**config.mk**
```make
export PLATFORM = sky130hd
export DESIGN_NAME = alu_arbiter_flat
export DESIGN_NICKNAME = d
export VERILOG_FILES = /design/src/rtl/alu_arbiter_pkg.sv /design/src/rtl/alu_arbiter_if.sv /design/src/rtl/alu_arbiter_alu.sv /design/src/rtl/alu_arbiter.sv /design/src/flat_wrapper.sv
export SDC_FILE = /design/constraint.sdc
export NUM_CORES = 1
export LEC_CHECK = 0
export BUFFER_PORTS_ARGS = -buffer_cell sky130_fd_sc_hd__buf_2
export CORE_MARGIN = 1.5
export CORE_UTILIZATION = 58
export CTS_CLUSTER_DIAMETER = 120
export DETAILED_ROUTE_END_ITERATION = 8
export GPL_ROUTABILITY_DRIVEN = 0
export PLACE_DENSITY = 0.95
export SLEW_MARGIN = 40
export SYNTH_ARGS = -nofsm -noshare
export SYNTH_HDL_FRONTEND = slang
export SYNTH_SLANG_ARGS = --single-unit
```
**constraint.sdc**
```tcl
create_clock -name clk -period 5.9 [get_ports clk]
set_input_delay 0.59 -clock clk [delete_from_list [all_inputs] [get_ports clk]]
set_output_delay 0.59 -clock clk [all_outputs]
set_load 0.01 [all_outputs]
```
**src/rtl/alu_arbiter_pkg.sv**
```systemverilog
// Shared types and ALU op encodings for the two-requester ALU arbiter.
package alu_arb_pkg;
   typedef enum logic {ST_IDLE, ST_RESP} arb_state_t;

   localparam logic ALU_ADD = 1'b0;
   localparam logic ALU_SUB = 1'b1;

   typedef logic req_id_t;
endpackage

```
**src/rtl/alu_arbiter_if.sv**
```systemverilog
// Request/response bundle between issue logic, the ALU arbiter and writeback.
interface alu_arbiter_if #(parameter int DATA_WIDTH = 32);
   logic [1:0]            req_valid;
   logic [1:0]            req_ready;
   logic                  req_ctrl0;
   logic                  req_ctrl1;
   logic [DATA_WIDTH-1:0] req_op1_0;
   logic [DATA_WIDTH-1:0] req_op1_1;
   logic [DATA_WIDTH-1:0] req_op2_0;
   logic [DATA_WIDTH-1:0] req_op2_1;
   logic                  rsp_valid;
   logic                  rsp_ready;
   logic                  rsp_id;
   logic [DATA_WIDTH-1:0] rsp_data;
   logic                  rsp_eq;

   // Arbiter side
   modport slave (
      input  req_valid, req_ctrl0, req_ctrl1, req_op1_0, req_op1_1, req_op2_0, req_op2_1,
      input  rsp_ready,
      output req_ready, rsp_valid, rsp_id, rsp_data, rsp_eq
   );

   // Requesters and response consumer
   modport master (
      output req_valid, req_ctrl0, req_ctrl1, req_op1_0, req_op1_1, req_op2_0, req_op2_1,
      output rsp_ready,
      input  req_ready, rsp_valid, rsp_id, rsp_data, rsp_eq
   );
endinterface

```
**src/rtl/alu_arbiter_alu.sv**
```systemverilog
// Combinational add/subtract with operand-equality flag.
module alu_unit
   import alu_arb_pkg::*;
#(
   parameter int DATA_WIDTH = 32
) (
   input  logic                  ctrl,
   input  logic [DATA_WIDTH-1:0] op1,
   input  logic [DATA_WIDTH-1:0] op2,
   output logic [DATA_WIDTH-1:0] res,
   output logic                  eq
);
   assign res = (ctrl == ALU_SUB) ? (op1 - op2) : (op1 + op2);
   assign eq  = (op1 == op2);
endmodule

```
**src/rtl/alu_arbiter.sv**
```systemverilog
// Round-robin arbiter sharing one ALU between two requesters, with a held response register.
// Optional grant counters are built when ALU_ARB_STATS_EN is defined.
module alu_arbiter
   import alu_arb_pkg::*;
#(
   parameter int DATA_WIDTH = 32,
   parameter int STAT_WIDTH = 16
) (
   input  logic                  clk,
   input  logic                  rst,
   alu_arbiter_if.slave          bus
`ifdef ALU_ARB_STATS_EN
   ,
   output logic [STAT_WIDTH-1:0] stat_grant0,
   output logic [STAT_WIDTH-1:0] stat_grant1
`endif
);
   arb_state_t            state, state_nxt;
   req_id_t               rr_ptr, grant;
   logic [1:0]            req_ready;
   logic                  xfer;
   logic                  alu_ctrl, alu_eq;
   logic [DATA_WIDTH-1:0] alu_op1, alu_op2, alu_res;
   logic                  rsp_id, rsp_eq;
   logic [DATA_WIDTH-1:0] rsp_data;

   // Pointer's requester wins if it asks; otherwise the other one gets a turn.
   always_comb begin
      grant = rr_ptr;
      if (!bus.req_valid[rr_ptr] && bus.req_valid[~rr_ptr])
         grant = ~rr_ptr;
   end

   always_comb begin
      req_ready = 2'b00;
      state_nxt = state;
      case (state)
         ST_IDLE: begin
            if (bus.req_valid[grant]) begin
               req_ready[grant] = 1'b1;
               state_nxt        = ST_RESP;
            end
         end
         ST_RESP: begin
            if (bus.rsp_ready)
               state_nxt = ST_IDLE;
         end
         default: state_nxt = ST_IDLE;
      endcase
   end

   assign xfer = |(bus.req_valid & req_ready);

   assign alu_ctrl = grant ? bus.req_ctrl1 : bus.req_ctrl0;
   assign alu_op1  = grant ? bus.req_op1_1 : bus.req_op1_0;
   assign alu_op2  = grant ? bus.req_op2_1 : bus.req_op2_0;

   alu_unit #(.DATA_WIDTH(DATA_WIDTH)) u_alu (
      .ctrl (alu_ctrl),
      .op1  (alu_op1),
      .op2  (alu_op2),
      .res  (alu_res),
      .eq   (alu_eq)
   );

   always_ff @(posedge clk or posedge rst) begin
      if (rst)
         state <= ST_IDLE;
      else
         state <= state_nxt;
   end

   always_ff @(posedge clk or posedge rst) begin
      if (rst) begin
         rr_ptr   <= 1'b0;
         rsp_id   <= 1'b0;
         rsp_data <= '0;
         rsp_eq   <= 1'b0;
      end else if (xfer) begin
         rr_ptr   <= ~grant;
         rsp_id   <= grant;
         rsp_data <= alu_res;
         rsp_eq   <= alu_eq;
      end
   end

`ifdef ALU_ARB_STATS_EN
   always_ff @(posedge clk or posedge rst) begin
      if (rst) begin
         stat_grant0 <= '0;
         stat_grant1 <= '0;
      end else if (xfer) begin
         if (!grant && stat_grant0 != '1) stat_grant0 <= stat_grant0 + 1'b1;
         if ( grant && stat_grant1 != '1) stat_grant1 <= stat_grant1 + 1'b1;
      end
   end
`endif

   assign bus.req_ready = req_ready;
   assign bus.rsp_valid = (state == ST_RESP);
   assign bus.rsp_id    = rsp_id;
   assign bus.rsp_data  = rsp_data;
   assign bus.rsp_eq    = rsp_eq;
endmodule

```
**src/flat_wrapper.sv**
```systemverilog
// flat-port wrapper written by rule: the top's interface ports become plain ports
module alu_arbiter_flat import alu_arb_pkg::*;
#(
   parameter int DATA_WIDTH = 32,
   parameter int STAT_WIDTH = 16
)
  (clk, rst, bus_req_valid, bus_req_ctrl0, bus_req_ctrl1, bus_req_op1_0, bus_req_op1_1, bus_req_op2_0, bus_req_op2_1, bus_rsp_ready, bus_req_ready, bus_rsp_valid, bus_rsp_id, bus_rsp_data, bus_rsp_eq);
  alu_arbiter_if #(.DATA_WIDTH(DATA_WIDTH)) bus_i ();
  input  logic clk;
  input  logic rst;
  input wire logic [$bits(bus_i.req_valid)-1:0] bus_req_valid;
  input wire logic [$bits(bus_i.req_ctrl0)-1:0] bus_req_ctrl0;
  input wire logic [$bits(bus_i.req_ctrl1)-1:0] bus_req_ctrl1;
  input wire logic [$bits(bus_i.req_op1_0)-1:0] bus_req_op1_0;
  input wire logic [$bits(bus_i.req_op1_1)-1:0] bus_req_op1_1;
  input wire logic [$bits(bus_i.req_op2_0)-1:0] bus_req_op2_0;
  input wire logic [$bits(bus_i.req_op2_1)-1:0] bus_req_op2_1;
  input wire logic [$bits(bus_i.rsp_ready)-1:0] bus_rsp_ready;
  output wire logic [$bits(bus_i.req_ready)-1:0] bus_req_ready;
  output wire logic [$bits(bus_i.rsp_valid)-1:0] bus_rsp_valid;
  output wire logic [$bits(bus_i.rsp_id)-1:0] bus_rsp_id;
  output wire logic [$bits(bus_i.rsp_data)-1:0] bus_rsp_data;
  output wire logic [$bits(bus_i.rsp_eq)-1:0] bus_rsp_eq;
  assign bus_i.req_valid = bus_req_valid;
  assign bus_i.req_ctrl0 = bus_req_ctrl0;
  assign bus_i.req_ctrl1 = bus_req_ctrl1;
  assign bus_i.req_op1_0 = bus_req_op1_0;
  assign bus_i.req_op1_1 = bus_req_op1_1;
  assign bus_i.req_op2_0 = bus_req_op2_0;
  assign bus_i.req_op2_1 = bus_req_op2_1;
  assign bus_i.rsp_ready = bus_rsp_ready;
  assign bus_req_ready = bus_i.req_ready;
  assign bus_rsp_valid = bus_i.rsp_valid;
  assign bus_rsp_id = bus_i.rsp_id;
  assign bus_rsp_data = bus_i.rsp_data;
  assign bus_rsp_eq = bus_i.rsp_eq;
  alu_arbiter #(.DATA_WIDTH(DATA_WIDTH), .STAT_WIDTH(STAT_WIDTH)) u_core (.clk(clk), .rst(rst), .bus(bus_i));
endmodule
```
* After elaboration in Yosys (flattened, before gate mapping)
Cells that the tools add are included.
Storage, ports and cells: register bits after elaboration 36, bits in latches 0, RAM bits 0, memory bits (read-only) 0, bits of input ports 135, output and inout bits 37, logic and storage cells 38, memories 0
Operators by class: add/sub/neg operators 2, $mul 0, divide/modulo/power cells 0, order comparisons 4, equal/unequal tests 1, shifts and indexed selects 0, muxes and demuxes 18, bitwise gates (word level) 4, reduce and logical (&&, ||, !) cells 4
Operators with widths (count):
- $mux W32 | 3
- $add A32 B32 Y32 | 1
- $eq A32 B32 Y1 | 1
- $sub A32 B32 Y32 | 1
- $mux W1 | 11
- $lt A1 B2 Y1 const B | 3
- $mux W2 | 2
- $not A1 Y1 | 3
- $and A2 B2 Y2 | 1
- $logic_and A1 B1 Y1 | 2
- $pmux W1 S2 | 1
- $reduce_or A2 Y1 | 1
- $demux W1 S1 | 1
- $ge A1 B1 Y1 const B | 1
- $logic_not A1 Y1 | 1

* Depth between registers and ports, before layout
depth in word-level cells 13, depth in mapped cells 18, gate-level depth less buffers 15

* By module
A second synthesis with hierarchy kept.
Unflattened totals: cell total of the unflattened synthesis 719, area, all modules 6073.3 µm²
Modules (own cells, without submodules):
- alu_unit | instances 1, cells each 559, area an instance 3658.5 µm², seq. area each 0.0 µm²
- alu_arbiter | instances 1, cells each 160, area an instance 2414.8 µm², seq. area each 900.9 µm²

* Least setup slack after synthesis
Ideal clock, no wire load.
path kind input to register, start point in bus_req_valid[1], end point reg u_core.rsp_data[29] (netlist: u_core.bus.rsp_data[29]), setup time 124 ps, data arrival time 4181 ps, data required time 5776 ps, setup slack 1595 ps, stages 17, buffers on the path 4, path through nor2b_2 a21o_1 buf_4 clkbuf_1 clkbuf_1 nand2_1 nand2_1 ha_1 clkbuf_1 nor4_1 nand3_1 o21bai_1 a211oi_2 o2111ai_1 a2111oi_1 nor4_1 o31a_1
Between the ends: longest elaborated chain between the ends 13, elaborated cells on any way between the ends 24, those cells by class add/sub: 2; order compare: 2; mux: 15; bitwise: 1; reduce/logical: 4
RTL lines:
- from (decl) | line flat_wrapper.sv:11 | input wire logic [$bits(bus_i.req_valid)-1:0] bus_req_valid;
- branches (longest 13 deep; another with $add A32 B32 Y32)
- to (signal assigned) | line alu_arbiter.sv:82 | rsp_data <= alu_res;
- to (decl) | line alu_arbiter.sv:25 | logic [DATA_WIDTH-1:0] rsp_data;
Parallel ways; which one is timed is not known. The select of a mux whose other input is x is not followed. A chain may end at the register's enable or synchronous reset.

* Final worst setup path
Ends and elaborated chain as after synthesis.

==> metrics.md <==
| Metric | Value |
|---|---|
| Tightest Pin Transition | 0.792 ns |
| Largest net degree at the start of global routing | 65 |
| CTS Sinks | 36 |
| Reg-to-Reg End | u_core.bus.rsp_data[26]$_DFFE_PP0P_ |
| Num rows | 35 |
| CTS Root Cell | clkbuf_8 |
| Via Count | 6727 |
| CP startpoint kind | primary input |
| Mapped cell area | 5560 um^2 |
| FF+latch area | 901 um^2 |
| N_diodes | 0 |
| Clk_lat worst skew | 0.30 ns |
| Layout cells sized above 1 | 20.3% |
| I/O pin count | 172 |
| Synth warn | 0 |
| Synth cell types | 65 |
| Post-CTS setup buffers | 0 |
| Worst r2r path cells | 13 |
| Drt wl/cell | 14.8 um |
| Sequential fraction of the synthesis area | 16.2% |
| Grt ovf | 0 |
| PnR Total Power | 3.25 mW |
| Top post-synthesis cells by area | dfrtp_1, nand2_1, ha_1 |
| Total track usage | 32.8% |
| Tmin final | 4.42 ns |
| Number of antenna violations at the first check in global routing | 0 |
| Reg2reg setup slack | 1.65 ns |
| Fin worst setup slack | 1.48 ns |
| Routed Antenna Nets | 0 |
| Non-filler instance count after layout | 1127 |
| Post-Route WL | 16700 um |
| PD cells | 490 nW/um^2 |
| Post-synth EDFFs | 0 |
| Die H | 101 um |
| Cell Count Post-Placement | 1118 |
| Clock Path Buffers | 2 |
| CTS Hold Buffers Added | 0 |
| Die Wd | 101 um |
| Skew final | 0.00912 ns |
| Post-CTS sizing | 0 |
| Setup WS pre-CTS | 1.04 ns |
| Placed Area | 6500 um^2 |
| Syn_area_per_cell | 6.48 um^2 |
| Asr flop ratio synth | 100% |
| Synth area leader | dfrtp_1 |
| Synthesized flop and latch total | 36 |
| Hold Vio Cnt, Final | 0 |
| Max Transition Viols Final | 0 |
| Final worst-path cycle share | 74.9% |
| Synth Instances | 858 |
| CTS tree | yes |
| Nets | 1194 |
| Most frequent CP cell | nand2_1 |
| H-Tree Depth | 2 |
| Peak supply drop | 228 uV |
| Number of CTS-inserted buffers | 5 |
| Highest clock rate | 0.226 GHz |
| First-pass GRT wire length | 27500 um |
| R2R Path Start | u_core.rr_ptr$_DFFE_PP0P_ |
| Initial DRC Count | 831 |
| Req. time, crit path | 6.09 ns |
| Setup TNS | 0 ns |
| # Max-Cap Violations | 0 |
| Worst-path cell chain | buf_2 -> nor2b_2 -> a21o_4 -> nand2_1 -> nand2_1 -> ha_1 -> nor4_1 -> nand2_1 -> a211oi_2 -> o21bai_1 -> a211oi_2 -> o2111ai_1 -> a2111oi_1 -> nor4_1 -> o31a_1 |
| Vias/cell | 5.97 |
| Vias in the first global route | 6055 |
| DR DRC count | 0 |
| Effective utilization at floorplan | 59.9% |
| Critical path type | in2reg |
| Slew HR | 47.0% |
| Status | completed |
| Hpwl dp | 13100 um |
| Critical path's slowest cell | nor4_1 |
| Crit path DAT | 4.61 ns |
| Die area | 10200 um^2 |
| CORE AREA | 9280 um^2 |
| Crit end category | flip-flop |
| Final Setup Violations | 0 |
| Min-delay worst type | in2async |
| Area Overhead vs Synth | 19.2% |
| Fill count | 790 |
| Drt first pass iters | 8 |
| Clk pin slew, worst setup/hold paths | 0.08 ns |
| Util after Layout | 71.4% |
| Syn nets | 1055 |
| I/O Buffers | 171 |
| Hold WS | 0.380 ns |
| Area of the multi-input gates | 4290 um^2 |
| RSZ-0062 raised after global routing | no |
| Post-synth top area share | 16.2% |
| Largest stage delay, worst path | 0.54 ns |
| Leakage power | 3.43 nW |
| Design area | 6630 um^2 |
| CP Max Fanout | 45 |
| Synth Flop Type | dfrtp_1 |
==> how the worst max path moves through the flow <==
| stage | startpoint | end | cells past startpoint |
|---|---|---|---|
| floorplan | bus_req_valid[1] | u_core.bus.rsp_data[29]$_DFFE_PP0P_ | 17 |
| CTS | bus_req_valid[1] | u_core.bus.rsp_data[26]$_DFFE_PP0P_ | 15 |
| detailed placement | bus_req_valid[1] | u_core.bus.rsp_data[26]$_DFFE_PP0P_ | 15 |
| global placement | bus_req_valid[1] | u_core.bus.rsp_data[29]$_DFFE_PP0P_ | 15 |
| global route | bus_req_valid[1] | u_core.bus.rsp_data[29]$_DFFE_PP0P_ | 14 |
| finish | bus_req_valid[1] | u_core.bus.rsp_data[29]$_DFFE_PP0P_ | 15 |
==> cell usage after synthesis (5+ instances only) <==
master and n:
or3_1 9, nor2b_1 10, nand3_1 15, xnor2_1 18, ha_1 60, nand4_1 6
inv_1 60, dfrtp_1 36, o31a_1 5, a31oi_1 8, a21oi_1 68, nor2_1 58
o21ai_0 63, o211ai_1 7, a21o_1 11, o31ai_1 12, nand2_1 238, nor4_1 7
xor2_1 7, clkbuf_1 36, buf_2 5, a211oi_1 5, o21bai_1 14, nor3_1 17
==> power breakdown <==
part | total (mW) | internal, mW | switching [mW]
Sequential | 0.437 | 0.366 | 0.0708
Combinational | 2.59 | 0.950 | 1.64
Clock | 0.220 | 0.125 | 0.0950
Total | 3.25 | 1.44 | 1.81
==> metal layers <==
| metal | global-route usage (%) | vias to the layer above | part of all wire, % |
|---|---|---|---|
| met4 | 10.3 | 0 | 2.4 |
| met5 | 0 | - | 0 |
| li1 | - | 3236 | - |
| met1 | 44.5 | 2981 | 42 |
| met3 | 4.92 | 58 | 11 |
| met2 | 53.7 | 452 | 45 |
==> critical path: cells and delay by family <==
family | cells | cell delay, ns
simple gates | 6 | 1.39
fa+ha+maj | 1 | 0.32
buf+inv | 1 | 0.13
compound gates | 7 | 2.16
==> cell usage in the layout (no fill, tap or decap), types with 3 or more instances in the layout <==
| cell type | n |
|---|---|
| nand3_1 | 15 |
| clkbuf_8 | 5 |
| o311ai_0 | 3 |
| buf_2 | 171 |
| a21oi_1 | 67 |
| o2111ai_1 | 3 |
| inv_1 | 60 |
| dfrtp_1 | 36 |
| a2111oi_0 | 3 |
| or3_1 | 9 |
| o31ai_1 | 12 |
| o21bai_1 | 14 |
| buf_4 | 4 |
| and4_1 | 3 |
| a21o_1 | 10 |
| nor3_1 | 17 |
| nor2_1 | 58 |
| o21ai_1 | 3 |
| o31a_1 | 5 |
| nor2b_1 | 10 |
| and3_1 | 4 |
| nand4_1 | 6 |
| a31oi_1 | 8 |
| a211o_1 | 3 |
| nand3b_1 | 3 |
| xnor2_1 | 18 |
| or4_1 | 3 |
| a21boi_0 | 4 |
| xor2_1 | 7 |
| a211oi_1 | 5 |
| nor4_1 | 7 |
| ha_1 | 60 |
| nand2b_1 | 3 |
| o211ai_1 | 7 |
| nand2_1 | 238 |
| o21ai_0 | 63 |
| a211oi_2 | 4 |
==> cell type report <==
type / count / area share, %
Inverter: 61 / 3.45
Sequential cell: 36 / 13.6
Timing Repair Buffer: 179 / 14.2
Clock inverter: 3 / 0.642
Tap cell: 129 / 2.43
Multi-Input combinational cell: 714 / 64.6
Clock buffer: 5 / 1.04
==> registers in the layout (all words and copies together) (netlist names) <==
signal and cells:
u_core.bus.rsp_data 32, u_core.bus.rsp_eq 1, u_core.bus.rsp_id 1, u_core.bus.rsp_valid 1, u_core.rr_ptr 1
==> cell families after synthesis <==
group                      synth area share, %
buffers and inverters                     7.53
and+or+nand+nor                           29.6
xor gates and xnor gates                  3.94
muxes                                    0.540
DFF                                       16.2
adders and majority gates                 14.2
AOI/OAI and AO/OA                         28.0
No activity file was read; power rests on OpenSTA's default activity.
